### config.mk
export PLATFORM = sky130hd
export DESIGN_NAME = timer_ctl
export DESIGN_NICKNAME = d
export VERILOG_FILES = /design/src/rtl/timer_pkg.sv /design/src/rtl/timer_ctl.sv
export SDC_FILE = /design/constraint.sdc
export NUM_CORES = 1
export LEC_CHECK = 0
export CELL_PAD_IN_SITES_DETAIL_PLACEMENT = 0
export CELL_PAD_IN_SITES_GLOBAL_PLACEMENT = 2
export CORE_MARGIN = 4
export CORE_UTILIZATION = 25
export DETAILED_ROUTE_END_ITERATION = 16
export DONT_BUFFER_PORTS = 1
export PLACE_DENSITY_LB_ADDON = 0.1
export SYNTH_ARGS = -nofsm -noshare
export SYNTH_HDL_FRONTEND = slang
export SYNTH_SLANG_ARGS = --single-unit
### constraint.sdc
create_clock -name clock -period 3.35 [get_ports clock]
set_input_delay 0.335 -clock clock [delete_from_list [all_inputs] [get_ports clock]]
set_output_delay 0.335 -clock clock [all_outputs]
set_load 0.02 [all_outputs]
### src/rtl/timer_pkg.sv
// Shared definitions for the timer control stage: register map, control and
// status bit positions, and the control FSM state type.
package timer_pkg;

   localparam logic [1:0] ADDR_LOAD   = 2'd0;
   localparam logic [1:0] ADDR_RELOAD = 2'd1;
   localparam logic [1:0] ADDR_CTRL   = 2'd2;
   localparam logic [1:0] ADDR_STATUS = 2'd3;

   localparam int unsigned CTRL_EN       = 0;
   localparam int unsigned CTRL_PERIODIC = 1;
   localparam int unsigned CTRL_IRQ_EN   = 2;

   localparam int unsigned ST_EXPIRED = 0;
   localparam int unsigned ST_OVERRUN = 1;

   typedef enum logic [1:0] {
      S_IDLE = 2'd0,
      S_RUN  = 2'd1,
      S_DONE = 2'd2
   } state_t;

endpackage

### src/rtl/timer_ctl.sv
// Timer control stage: register-write front end producing countdown
// load/reload commands, plus expiry detection on the returned count.
// Optional build macro: TIMER_CTL_OVERRUN_EN adds STATUS.overrun (bit 1).
module timer_ctl
   import timer_pkg::*;
#(
   parameter int unsigned W = 8
) (
   input  logic         clock,
   input  logic         reset,
   input  logic         wr_en,
   input  logic [1:0]   wr_addr,
   input  logic [W-1:0] wr_data,
   input  logic [1:0]   rd_addr,
   output logic [W-1:0] rd_data,
   input  logic [W-1:0] count,
   output logic [W-1:0] cd_value,
   output logic         cd_put,
   output logic [W-1:0] cd_start,
   output logic         cd_reset,
   output logic         irq
);

   logic [W-1:0] r_reload;
   logic [2:0]   r_ctrl;
   logic         r_expired;
   logic         r_fresh;
   logic [W-1:0] r_rd_data;
   state_t       r_state;
   state_t       w_state_next;

   logic         w_load_wr;
   logic         w_reload_wr;
   logic         w_ctrl_wr;
   logic         w_status_wr;
   logic         w_expire;
   logic [W-1:0] w_status_rd;

`ifdef TIMER_CTL_OVERRUN_EN
   logic         r_overrun;
`endif

   assign w_load_wr   = wr_en && (wr_addr == ADDR_LOAD);
   assign w_reload_wr = wr_en && (wr_addr == ADDR_RELOAD);
   assign w_ctrl_wr   = wr_en && (wr_addr == ADDR_CTRL);
   assign w_status_wr = wr_en && (wr_addr == ADDR_STATUS);

   // The cycle after a load or reload the count is not yet trustworthy, so
   // fresh masks detection; a LOAD write in the zero cycle also pre-empts it.
   assign w_expire = (r_state == S_RUN) && !r_fresh && (count == '0) && !w_load_wr;

   assign cd_start = r_reload;
   assign rd_data  = r_rd_data;
   assign irq      = r_expired & r_ctrl[CTRL_IRQ_EN];

   // FSM state register
   always_ff @(posedge clock) begin
      if (reset) r_state <= S_IDLE;
      else       r_state <= w_state_next;
   end

   // FSM next state: a CTRL write decides the state outright, otherwise
   // DONE restarts on a LOAD and one-shot RUN ends on expiry
   always_comb begin
      w_state_next = r_state;
      if (w_ctrl_wr) begin
         w_state_next = wr_data[CTRL_EN] ? S_RUN : S_IDLE;
      end else begin
         case (r_state)
            S_DONE:  if (w_load_wr) w_state_next = S_RUN;
            S_RUN:   if (w_expire && !r_ctrl[CTRL_PERIODIC]) w_state_next = S_DONE;
            default: w_state_next = r_state;
         endcase
      end
   end

   // FSM outputs: freeze the countdown outside RUN, LOAD overrides, reload on periodic expiry
   always_comb begin
      cd_put   = 1'b0;
      cd_value = count;
      cd_reset = 1'b0;
      if (reset) begin
         cd_put = 1'b1;
      end else if (w_load_wr) begin
         cd_put   = 1'b1;
         cd_value = wr_data;
      end else if (r_state != S_RUN) begin
         cd_put = 1'b1;
      end else begin
         cd_reset = w_expire & r_ctrl[CTRL_PERIODIC];
      end
   end

   // Register file, expiry flag and the one-cycle fresh mask
   always_ff @(posedge clock) begin
      if (reset) begin
         r_reload  <= '0;
         r_ctrl    <= '0;
         r_expired <= 1'b0;
         r_fresh   <= 1'b0;
      end else begin
         if (w_reload_wr) r_reload <= wr_data;
         if (w_ctrl_wr)   r_ctrl   <= wr_data[2:0];
         if (w_expire)
            r_expired <= 1'b1;
         else if (w_status_wr && wr_data[ST_EXPIRED])
            r_expired <= 1'b0;
         r_fresh <= w_load_wr | cd_reset;
      end
   end

`ifdef TIMER_CTL_OVERRUN_EN
   // Overrun: an expiry lands while the previous one is still unacknowledged
   always_ff @(posedge clock) begin
      if (reset)
         r_overrun <= 1'b0;
      else if (w_expire && r_expired)
         r_overrun <= 1'b1;
      else if (w_status_wr && wr_data[ST_OVERRUN])
         r_overrun <= 1'b0;
   end
`endif

   // STATUS read view with narrow fields zero-extended
   always_comb begin
      w_status_rd             = '0;
      w_status_rd[ST_EXPIRED] = r_expired;
`ifdef TIMER_CTL_OVERRUN_EN
      w_status_rd[ST_OVERRUN] = r_overrun;
`endif
   end

   // Registered read port, one cycle behind rd_addr
   always_ff @(posedge clock) begin
      if (reset) begin
         r_rd_data <= '0;
      end else begin
         case (rd_addr)
            ADDR_LOAD:   r_rd_data <= count;
            ADDR_RELOAD: r_rd_data <= r_reload;
            ADDR_CTRL:   r_rd_data <= W'(r_ctrl);
            default:     r_rd_data <= w_status_rd;
         endcase
      end
   end

endmodule

==> out/metrics.yaml, run 1 <==
outcome:
  outcome: "complete, no violations"
global_route:
  grt_pass1_vias: 837
  overflow: 0
  grt_max_degree: 25
  grt.total_usage: 0.109
  grt_pass1_wl_um: 4440
  antenna_found_initial: 0
route:
  first_iter_violations: 12
  vias_per_cell: 5.17
  drt_wl_total_um: 2960
  vias: 832
  first_pass_iters: 4
  routedWlPerCell_um: 18.4
  drtAntennaViolNets: 0
  drt_drc_violations_left: 0
yosys:
  syn-num-nets: 134
  synthCells: 111
  ys_seq_area_frac: 0.429
  async_flop_share: 0
  synth-seq-cells: 23
  syn_area_um2: 1070
  netlist-cell-type-count: 28
  yosys_warnings: 0
  synth_ff_type: "dfxtp_1"
  synth-edff-count: 0
  avgSynthCellArea_um2: 9.67
power_and_ir_drop:
  swShare: 0.256
  sequentialPowerShare: 0.569
  p_sw_uw: 133
  p_comb_frac: 0.091
  internal-power_uw: 387
  power_density_nw_per_um2: 448
  p_clk_frac: 0.341
  finalPower_uw: 521
  ir_drop_uv: 184
  leakagePower_nw: 0.465
place:
  dp_hpwl_um: 2200
  place_area_um2: 1110
  gp_congestion: 0.677
  pre_cts_slack_ns: 1.36
  io_buffers: 0
  dpl.cell_count: 157
timing:
  fin_ws_ns: 1.38
  min_period_over_period: 0.588
  rsz0062_at_grt: "no"
  finalSetupViolations: 0
  timing.hold.ws_ns: 0.121
  fmax_ghz: 0.508
  fin_setup_tns_ns: 0
  hold_viol: 0
  finalClockSkew_ns: 0.00554
  slew_violations: 0
  fin_crit_ns: 1.97
  tightest_slew_ns: 0.797
  max-slew-margin-rel: 0.466
final_layout:
  nFillCells: 462
  nets: 135
  regArea_um2: 460
  final_cell_area_um2: 1160
  final_util: 0.284
  drive_gt1_frac: 0.171
  diodes: 0
  multi_input_area_um2: 577
  syn_to_final_growth_pct: 8.16
  final-instance-count-excl-fill: 161
cts:
  clockBufferDepth: 2
  post_cts_buffers: 0
  cts_tree: "built"
  numCtsBuffers: 3
  cts_max_level: 1
  clock-sinks: 23
  postCtsResizedCells: 0
  clock_latency_ns: 0.27
  root_buffer: "clkbuf_8"
  path_clk_slew_ns: 0.09
  holdBufCountCts: 0
floorplanning:
  fp.dieH_um: 73.5
  initial_utilization: 0.263
  die-area_um2: 5410
  die_w_um: 73.5
  num_io_pins: 50
  fp.coreArea_um2: 4090
  num_rows: 23
min_path:
  worstHoldPathCells: 1
  hp-class: "in2reg"
worst_setup_path:
  endpoint_kind: "output pin"
  cp-start-kind: "flop"
  path_max_fanout: 5
  crit_required_ns: 3.01
  worstSetupPathType: "reg2out"
  worstRegToRegCells: 3
  cp.arrival_ns: 1.63
job:
  drv_cap: 0
==> power by group through the flow <==
stage	clock network (mW)	registers (mW)	logic, mW
after floorplan	0	0.301	0.0501
after global placement	0	0.303	0.0476
after detailed placement	0	0.303	0.0477
after CTS	0.186	0.296	0.0480
after global routing	0.196	0.297	0.0513
final	0.177	0.296	0.0471
==> synthesized netlist by cell type (2+ instances only) <==
| library cell | n | area, µm² |
|---|---|---|
| a21oi_1 | 6 | 30.0 |
| and2_1 | 2 | 12.5 |
| clkbuf_1 | 3 | 11.3 |
| dfxtp_1 | 23 | 460 |
| inv_1 | 2 | 7.51 |
| mux2_2 | 8 | 90.1 |
| mux2i_1 | 15 | 150 |
| nand2_1 | 4 | 15.0 |
| nand3_1 | 4 | 20.0 |
| nor2_1 | 16 | 60.1 |
| nor2b_1 | 3 | 18.8 |
| nor3_1 | 6 | 30.0 |
| o21ai_0 | 2 | 10.0 |
| or3_1 | 2 | 12.5 |
| or4_4 | 2 | 22.5 |
==> worst max-delay path, stage by stage, from the launching register on <==
cell and delay, ns:
dfxtp_1 0.35, nor2_1 0.11, o311ai_1 0.11, buf_4 0.18, nor4b_1 0.30, and2_1 0.31
==> path summary, 6_finish.rpt <==
path                                start  slack, ns                 endpoint
setup / recovery  r_state[1]$_SDFFE_PP0P_       1.38                 cd_reset
setup reg to reg       r_fresh$_SDFF_PP0_       1.93  r_state[1]$_SDFFE_PP0P_
hold reg to reg    r_ctrl[0]$_SDFFE_PP0P_       0.46   r_ctrl[0]$_SDFFE_PP0P_
hold / removal                      reset       0.12  r_state[1]$_SDFFE_PP0P_
==> sequential cells by signal, indices dropped and copies added, names as in the netlist <==
name / flops
r_expired: 1
rd_data: 8
r_state: 2
r_ctrl: 3
cd_start: 8
r_fresh: 1
==> per-layer routing <==
layer | routed length (µm) | vias to the layer above | global-route usage
met1 | 1220 | 403 | 0.131
met3 | 270 | 2 | 0.0520
met2 | 1460 | 31 | 0.178
met4 | 13 | 0 | 0.0181
li1 | - | 396 | -
met5 | 0 | - | 0
==> cell usage in the layout (no fill, tap or decap), types with 2 or more instances in the layout <==
cell,Yosys,layout
clkbuf_8,1,3
or3_1,2,2
inv_1,2,2
o21ai_0,2,2
nor3_1,6,6
nor2_1,16,16
a21oi_1,6,6
mux2_2,8,8
nand3_1,4,4
mux2i_1,15,15
dfxtp_1,23,23
nor2b_1,3,3
or4_4,2,2
and2_1,2,2
nand2_1,4,4
==> area by class of cell <==
cell class / instances / area share
Clock buffer: 3 / 0.0356
Multi-Input combinational cell: 81 / 0.497
Clock inverter: 1 / 0.00431
Sequential cell: 23 / 0.397
Tap cell: 50 / 0.0539
Timing Repair Buffer: 1 / 0.00647
Inverter: 2 / 0.00647
==> logic make-up after synthesis <==
logic type / after synthesis / share of synthesized area
AND/OR/NAND/NOR: 45 / 0.223
multiplexers: 24 / 0.245
flip-flops: 23 / 0.429
AO/OA/AOI/OAI: 12 / 0.0699
buffers and inverters: 7 / 0.0338
No activity file was read; power rests on OpenSTA's default activity.
==> run 2, diff against run 1 <==
==> constraint.sdc (replaced) <==
create_clock -name clock -period 1.8 [get_ports clock]
set_input_delay 0.18 -clock clock [delete_from_list [all_inputs] [get_ports clock]]
set_output_delay 0.18 -clock clock [all_outputs]
set_load 0.02 [all_outputs]
==> out/metrics.yaml, run 2 (same netlist as run 1, synthesis figures left out) <==
outcome:
  outcome: "complete, no violations"
worst_setup_path:
  path_max_fanout: 5  # unchanged
  worstSetupPathType: "reg2out"
  crit_family: "simple AND/OR/NAND/NOR gates"
  max_stage_delay_ns: 0.35  # about the same
  rr_startpoint: "r_fresh$_SDFF_PP0_"
  crit_slowest_cell: "dfxtp_1"
  cp.arrival_ns: 1.39  # -0.24 ns
  cp-start-kind: "flop"
  endpoint_kind: "output pin"
  worstPathCellList: "nor2_1, o311ai_1, nor4b_2, and2_2"
  path_buf_inv: 0  # -1
  crit_required_ns: 1.62  # -1.39 ns
  worstSetupStartpoint: "r_state[1]$_SDFFE_PP0P_"
floorplanning:
  fp.dieH_um: 73.5  # unchanged
  die_w_um: 73.5  # unchanged
  initial_utilization: 0.263  # unchanged
  num_rows: 23  # unchanged
  num_io_pins: 50  # unchanged
  fp.coreArea_um2: 4090  # unchanged
  die-area_um2: 5410  # unchanged
global_route:
  overflow: 0  # unchanged
  grt_pass1_wl_um: 4610  # +3.9%
  grt.total_usage: 0.113  # +0.00461
  grt_max_degree: 22  # -12%
  grt_pass1_vias: 893  # +6.7%
  antenna_found_initial: 0  # unchanged
min_path:
  hp-class: "in2reg"
  min_from: "wr_data[0]"
timing:
  fin_setup_tns_ns: 0  # unchanged
  finalSetupViolations: 0  # unchanged
  tightest_slew_ns: 0.836  # +0.0391 ns
  rsz0062_at_grt: "no"
  slew_violations: 0  # unchanged
  max-slew-margin-rel: 0.441  # -0.0250
  hold_viol: 0  # unchanged
  fin_ws_ns: 0.226  # -1.16 ns
  finalClockSkew_ns: 0.00242  # -0.00312 ns
  fin_crit_ns: 1.57
  min_period_over_period: 0.874
  fmax_ghz: 0.635
route:
  routedWlPerCell_um: 18.1  # -1.3%
  first_iter_violations: 19  # +7
  vias: 832  # unchanged
  first_pass_iters: 4  # unchanged
  drt_wl_total_um: 2990  # +1.1%
  drt_drc_violations_left: 0  # unchanged
  drtAntennaViolNets: 0  # unchanged
  vias_per_cell: 5.04  # -2.4%
place:
  place_area_um2: 1130  # +1.3%
  pre_cts_slack_ns: -0.00364  # -1.36 ns
  io_buffers: 0  # unchanged
  dp_hpwl_um: 2210  # +0.82%
  gp_congestion: 0.750  # +11%
final_layout:
  final_cell_area_um2: 1200  # +3.6%
  nets: 139  # +3.0%
  drive_gt1_frac: 0.191  # +0.0201
  nFillCells: 463  # +0.22%
  layout_common_cells: "dfxtp_1, nor2_1, mux2i_1, mux2_2"
  multi_input_area_um2: 584  # +1.3%
  syn_to_final_growth_pct: 12.0
  final_common_cell: "dfxtp_1"
  diodes: 0  # unchanged
  final_util: 0.294  # +0.0101
  regArea_um2: 460  # unchanged
cts:
  path_clk_slew_ns: 0.08  # about the same
  cts_max_level: 1  # unchanged
  root_buffer: "clkbuf_8"
  clockBufferDepth: 2  # unchanged
  clock_latency_ns: 0.26  # about the same
  numCtsBuffers: 3  # unchanged
  cts_tree: "built"
  post_cts_buffers: 0  # unchanged
  clock-sinks: 23  # unchanged
job:
  drv_cap: 0  # unchanged
power_and_ir_drop:
  ir_drop_uv: 494  # +170%
  leakagePower_nw: 0.481  # +3.5%
  finalPower_uw: 974  # +87%
  power_density_nw_per_um2: 810  # +81%
-- run 2: cell type report --
cell class / instances / area share
clock buffer: 4 / 0.0375
sequential: 23 / 0.383
tap: 50 / 0.0520
inverter: 2 / 0.00624
timing repair buffer: 5 / 0.0354
multi-input combinational: 81 / 0.486
-- run 2: stage by stage --
stage          hold slack (ns)  instances
2_1_floorplan            0.252        111
3_3_place_gp             0.248        159
3_5_place_dp             0.255        159
4_1_cts                 0.0494        165
5_1_grt                 0.0482        165
6_report                0.0559        165
-- run 2: where the power goes --
part	internal, mW	switching (mW)
registers	0.525	0.0258
logic	0.0454	0.0574
clock network	0.158	0.163
total	0.728	0.246
-- run 2: final timing paths --
path / to / slack [ns] / cells after the start
worst max-delay path: cd_reset / 0.23 / 4
worst min-delay path: r_ctrl[0]$_SDFFE_PP0P_ / 0.06 / 2
worst max register to register: r_state[1]$_SDFFE_PP0P_ / 0.38 / 3
worst min register to register: r_ctrl[0]$_SDFFE_PP0P_ / 0.47 / 2
-- run 2: worst register-to-register path: stages (launching register included) --
cell	delay [ns]
dfxtp_1	0.32
or4_4	0.52
or3_1	0.33
a211oi_2	0.17
-- run 2: per-layer routing --
layer / share of wire / wire length, µm / track usage
met5: 0 / 0 / 0
met4: 0.0043 / 13 / 0.0121
met3: 0.095 / 283 / 0.0561
met2: 0.50 / 1490 / 0.188
met1: 0.40 / 1210 / 0.136
-- run 2: what timing repair did --
action                     in CTS  in global routing
hold endpoints to repair       21                  0
setup endpoints to repair       0                  1
gates resized for setup         0                  2
hold buffers                    2                  0
==> run 3, diff against run 2 <==
==> constraint.sdc (replaced) <==
create_clock -name clock -period 1.8 [get_ports clock]
set_input_delay 0.27 -clock clock [delete_from_list [all_inputs] [get_ports clock]]
set_output_delay 0.27 -clock clock [all_outputs]
set_load 0.02 [all_outputs]
==> out/metrics.yaml, run 3 (same netlist as run 1, synthesis figures left out) <==
power_and_ir_drop:
  sequentialPowerShare: 0.570  # +0.005
  p_clk_frac: 0.336  # +0.007
  leakagePower_nw: 0.477  # -0.87%
  power_density_nw_per_um2: 812  # +0.23%
  internal-power_uw: 725  # -0.36%
  p_sw_uw: 241  # -2.2%
  p_comb_frac: 0.094  # -0.012
  finalPower_uw: 966  # -0.81%
  ir_drop_uv: 329  # -33%
  swShare: 0.249  # -0.00345
floorplanning:
  initial_utilization: 0.263  # unchanged
  fp.coreArea_um2: 4090  # unchanged
  fp.dieH_um: 73.5  # unchanged
  die_w_um: 73.5  # unchanged
  num_io_pins: 50  # unchanged
  die-area_um2: 5410  # unchanged
  num_rows: 23  # unchanged
place:
  dp_hpwl_um: 2290  # +3.6%
  gp_congestion: 0.741  # -1.1%
  dpl.cell_count: 160  # +0.63%
  io_buffers: 0  # unchanged
cts:
  holdBufCountCts: 0  # -2
  cts_tree: "built"
  root_buffer: "clkbuf_8"
  clock-sinks: 23  # unchanged
  path_clk_slew_ns: 0.08  # about the same
  clock_latency_ns: 0.26  # about the same
  cts_max_level: 1  # unchanged
  numCtsBuffers: 3  # unchanged
  clockBufferDepth: 2  # unchanged
job:
  drv_cap: 0  # unchanged
timing:
  hold_viol: 0  # unchanged
  min_period_over_period: 0.927  # +0.0524
  rsz0062_at_grt: "no"
  finalSetupViolations: 0  # unchanged
  timing.hold.ws_ns: 0.0642  # +0.00825 ns
  slew_violations: 0  # unchanged
  max-slew-margin-rel: 0.703  # +0.263
  tightest_slew_ns: 0.438  # -0.398 ns
  fin_crit_ns: 1.67  # +0.0942 ns
  fmax_ghz: 0.599  # -5.6%
  finalClockSkew_ns: 0.00636  # +0.00394 ns
worst_setup_path:
  crit_required_ns: 1.53  # -0.09 ns
  cp-start-kind: "flop"
  path_max_fanout: 5  # unchanged
  max_stage_delay_ns: 0.35  # about the same
  worstSetupPathType: "reg2out"
  worstSetupStartpoint: "r_state[1]$_SDFFE_PP0P_"
  setup.worst_path.end: "cd_reset"
  crit_slowest_cell: "dfxtp_1"
  endpoint_kind: "output pin"
  worstRegToRegCells: 3  # unchanged
  worstPathCellList: "nor2_1, o311ai_1, nor4b_2, and2_2"
  r2r_end: "r_state[1]$_SDFFE_PP0P_"
  r2r_slack_ns: 0.39  # about the same
  rr_startpoint: "r_fresh$_SDFF_PP0_"
  cp.arrival_ns: 1.40  # about the same
final_layout:
  nets: 138  # -0.72%
  layout_common_cells: "dfxtp_1, nor2_1, mux2i_1, mux2_2"
  drive_gt1_frac: 0.202  # +0.0105
  final-instance-count-excl-fill: 164  # -0.61%
  final_common_cell: "dfxtp_1"
  diodes: 0  # unchanged
  syn_to_final_growth_pct: 10.8
  nFillCells: 464  # +0.22%
route:
  drt_wl_total_um: 3110  # +3.8%
  vias: 859  # +3.2%
  drt_drc_violations_left: 0  # unchanged
  routedWlPerCell_um: 19.0  # +4.5%
  first_iter_violations: 19  # unchanged
  drtAntennaViolNets: 0  # unchanged
  vias_per_cell: 5.24  # +3.9%
  first_pass_iters: 4  # unchanged
outcome:
  outcome: "complete, no violations"
global_route:
  overflow: 0  # unchanged
  grt_max_degree: 25  # +14%
  antenna_found_initial: 0  # unchanged
  grt.total_usage: 0.114  # +0.000256
  grt_pass1_vias: 845  # -5.4%
  grt_pass1_wl_um: 4620  # +0.15%
min_path:
  hp-class: "in2reg"
-- run 3: cell types whose count changed in the layout (fill, tap and decap cells not counted), sizes merged --
| cell | before | now |
|---|---|---|
| dlygate4sd3 | 2 | 0 |
| buf | 3 | 4 |
-- run 3: layer usage --
layer,share of wire,routed length [µm],track usage,up-vias
met4,0.0055,17,0.0121,0
li1,-,-,-,401
met2,0.51,1590,0.197,37
met1,0.39,1230,0.134,419
met5,0,0,0,-
met3,0.088,274,0.0492,2
-- run 3: worst min path at each step --
stage / cells past startpoint / end / slack, ns / startpoint
after detailed placement: 1 / r_state[1]$_SDFFE_PP0P_ / 0.34 / reset
after floorplan: 1 / rd_data[0]$_SDFF_PP0_ / 0.34 / reset
after global placement: 1 / r_state[1]$_SDFFE_PP0P_ / 0.34 / reset
after global routing: 1 / r_ctrl[0]$_SDFFE_PP0P_ / 0.05 / reset
final: 1 / r_ctrl[0]$_SDFFE_PP0P_ / 0.06 / reset
after CTS: 1 / r_state[1]$_SDFFE_PP0P_ / 0.05 / reset
-- run 3: area by class of cell --
type | instances | area (µm²) | share of cell area
multi-input cells | 81 | 584 | 0.491
well taps | 50 | 62.6 | 0.0526
inverters | 2 | 7.51 | 0.00631
repair buffers | 4 | 30.0 | 0.0252
flip-flops and latches | 23 | 460 | 0.387
clock buffers | 4 | 45.0 | 0.0379
-- run 3: worst max-delay path: cells and delay by family, from the launching register on --
kind,cells,cell delay [ns]
AND/OR/NAND/NOR,3,0.64
AO/OA/AOI/OAI,1,0.15
flip-flops,1,0.35
-- run 3: through the flow --
step	util	cell area [µm²]	setup TNS [ns]	worst slack (ns)
after floorplan	-	1070	-0.0694	-0.0363
after global placement	0.278	1140	-0.0564	-0.0520
after detailed placement	0.278	1140	-0.102	-0.0808
after CTS	0.290	1180	0	0.0141
after global routing	0.291	1190	0	0.0374
final	0.291	1190	0	0.132
-- run 3: timing repair --
| item | CTS | global route |
|---|---|---|
| endpoints found under the hold margin | 0 | 0 |
| pin swaps | 0 | 0 |
| buffers inserted | 0 | 0 |
| gates resized for setup | 1 | 1 |
| endpoints found under the setup margin | 1 | 1 |
| gates cloned | 0 | 0 |
-- run 3: power by group through the flow --
stage,logic (mW),registers [mW],clock network (mW)
floorplan,0.0935,0.559,0
finish,0.0906,0.551,0.325
global route,0.0986,0.553,0.360
detailed placement,0.0912,0.564,0
global placement,0.0913,0.563,0
CTS,0.0917,0.552,0.344
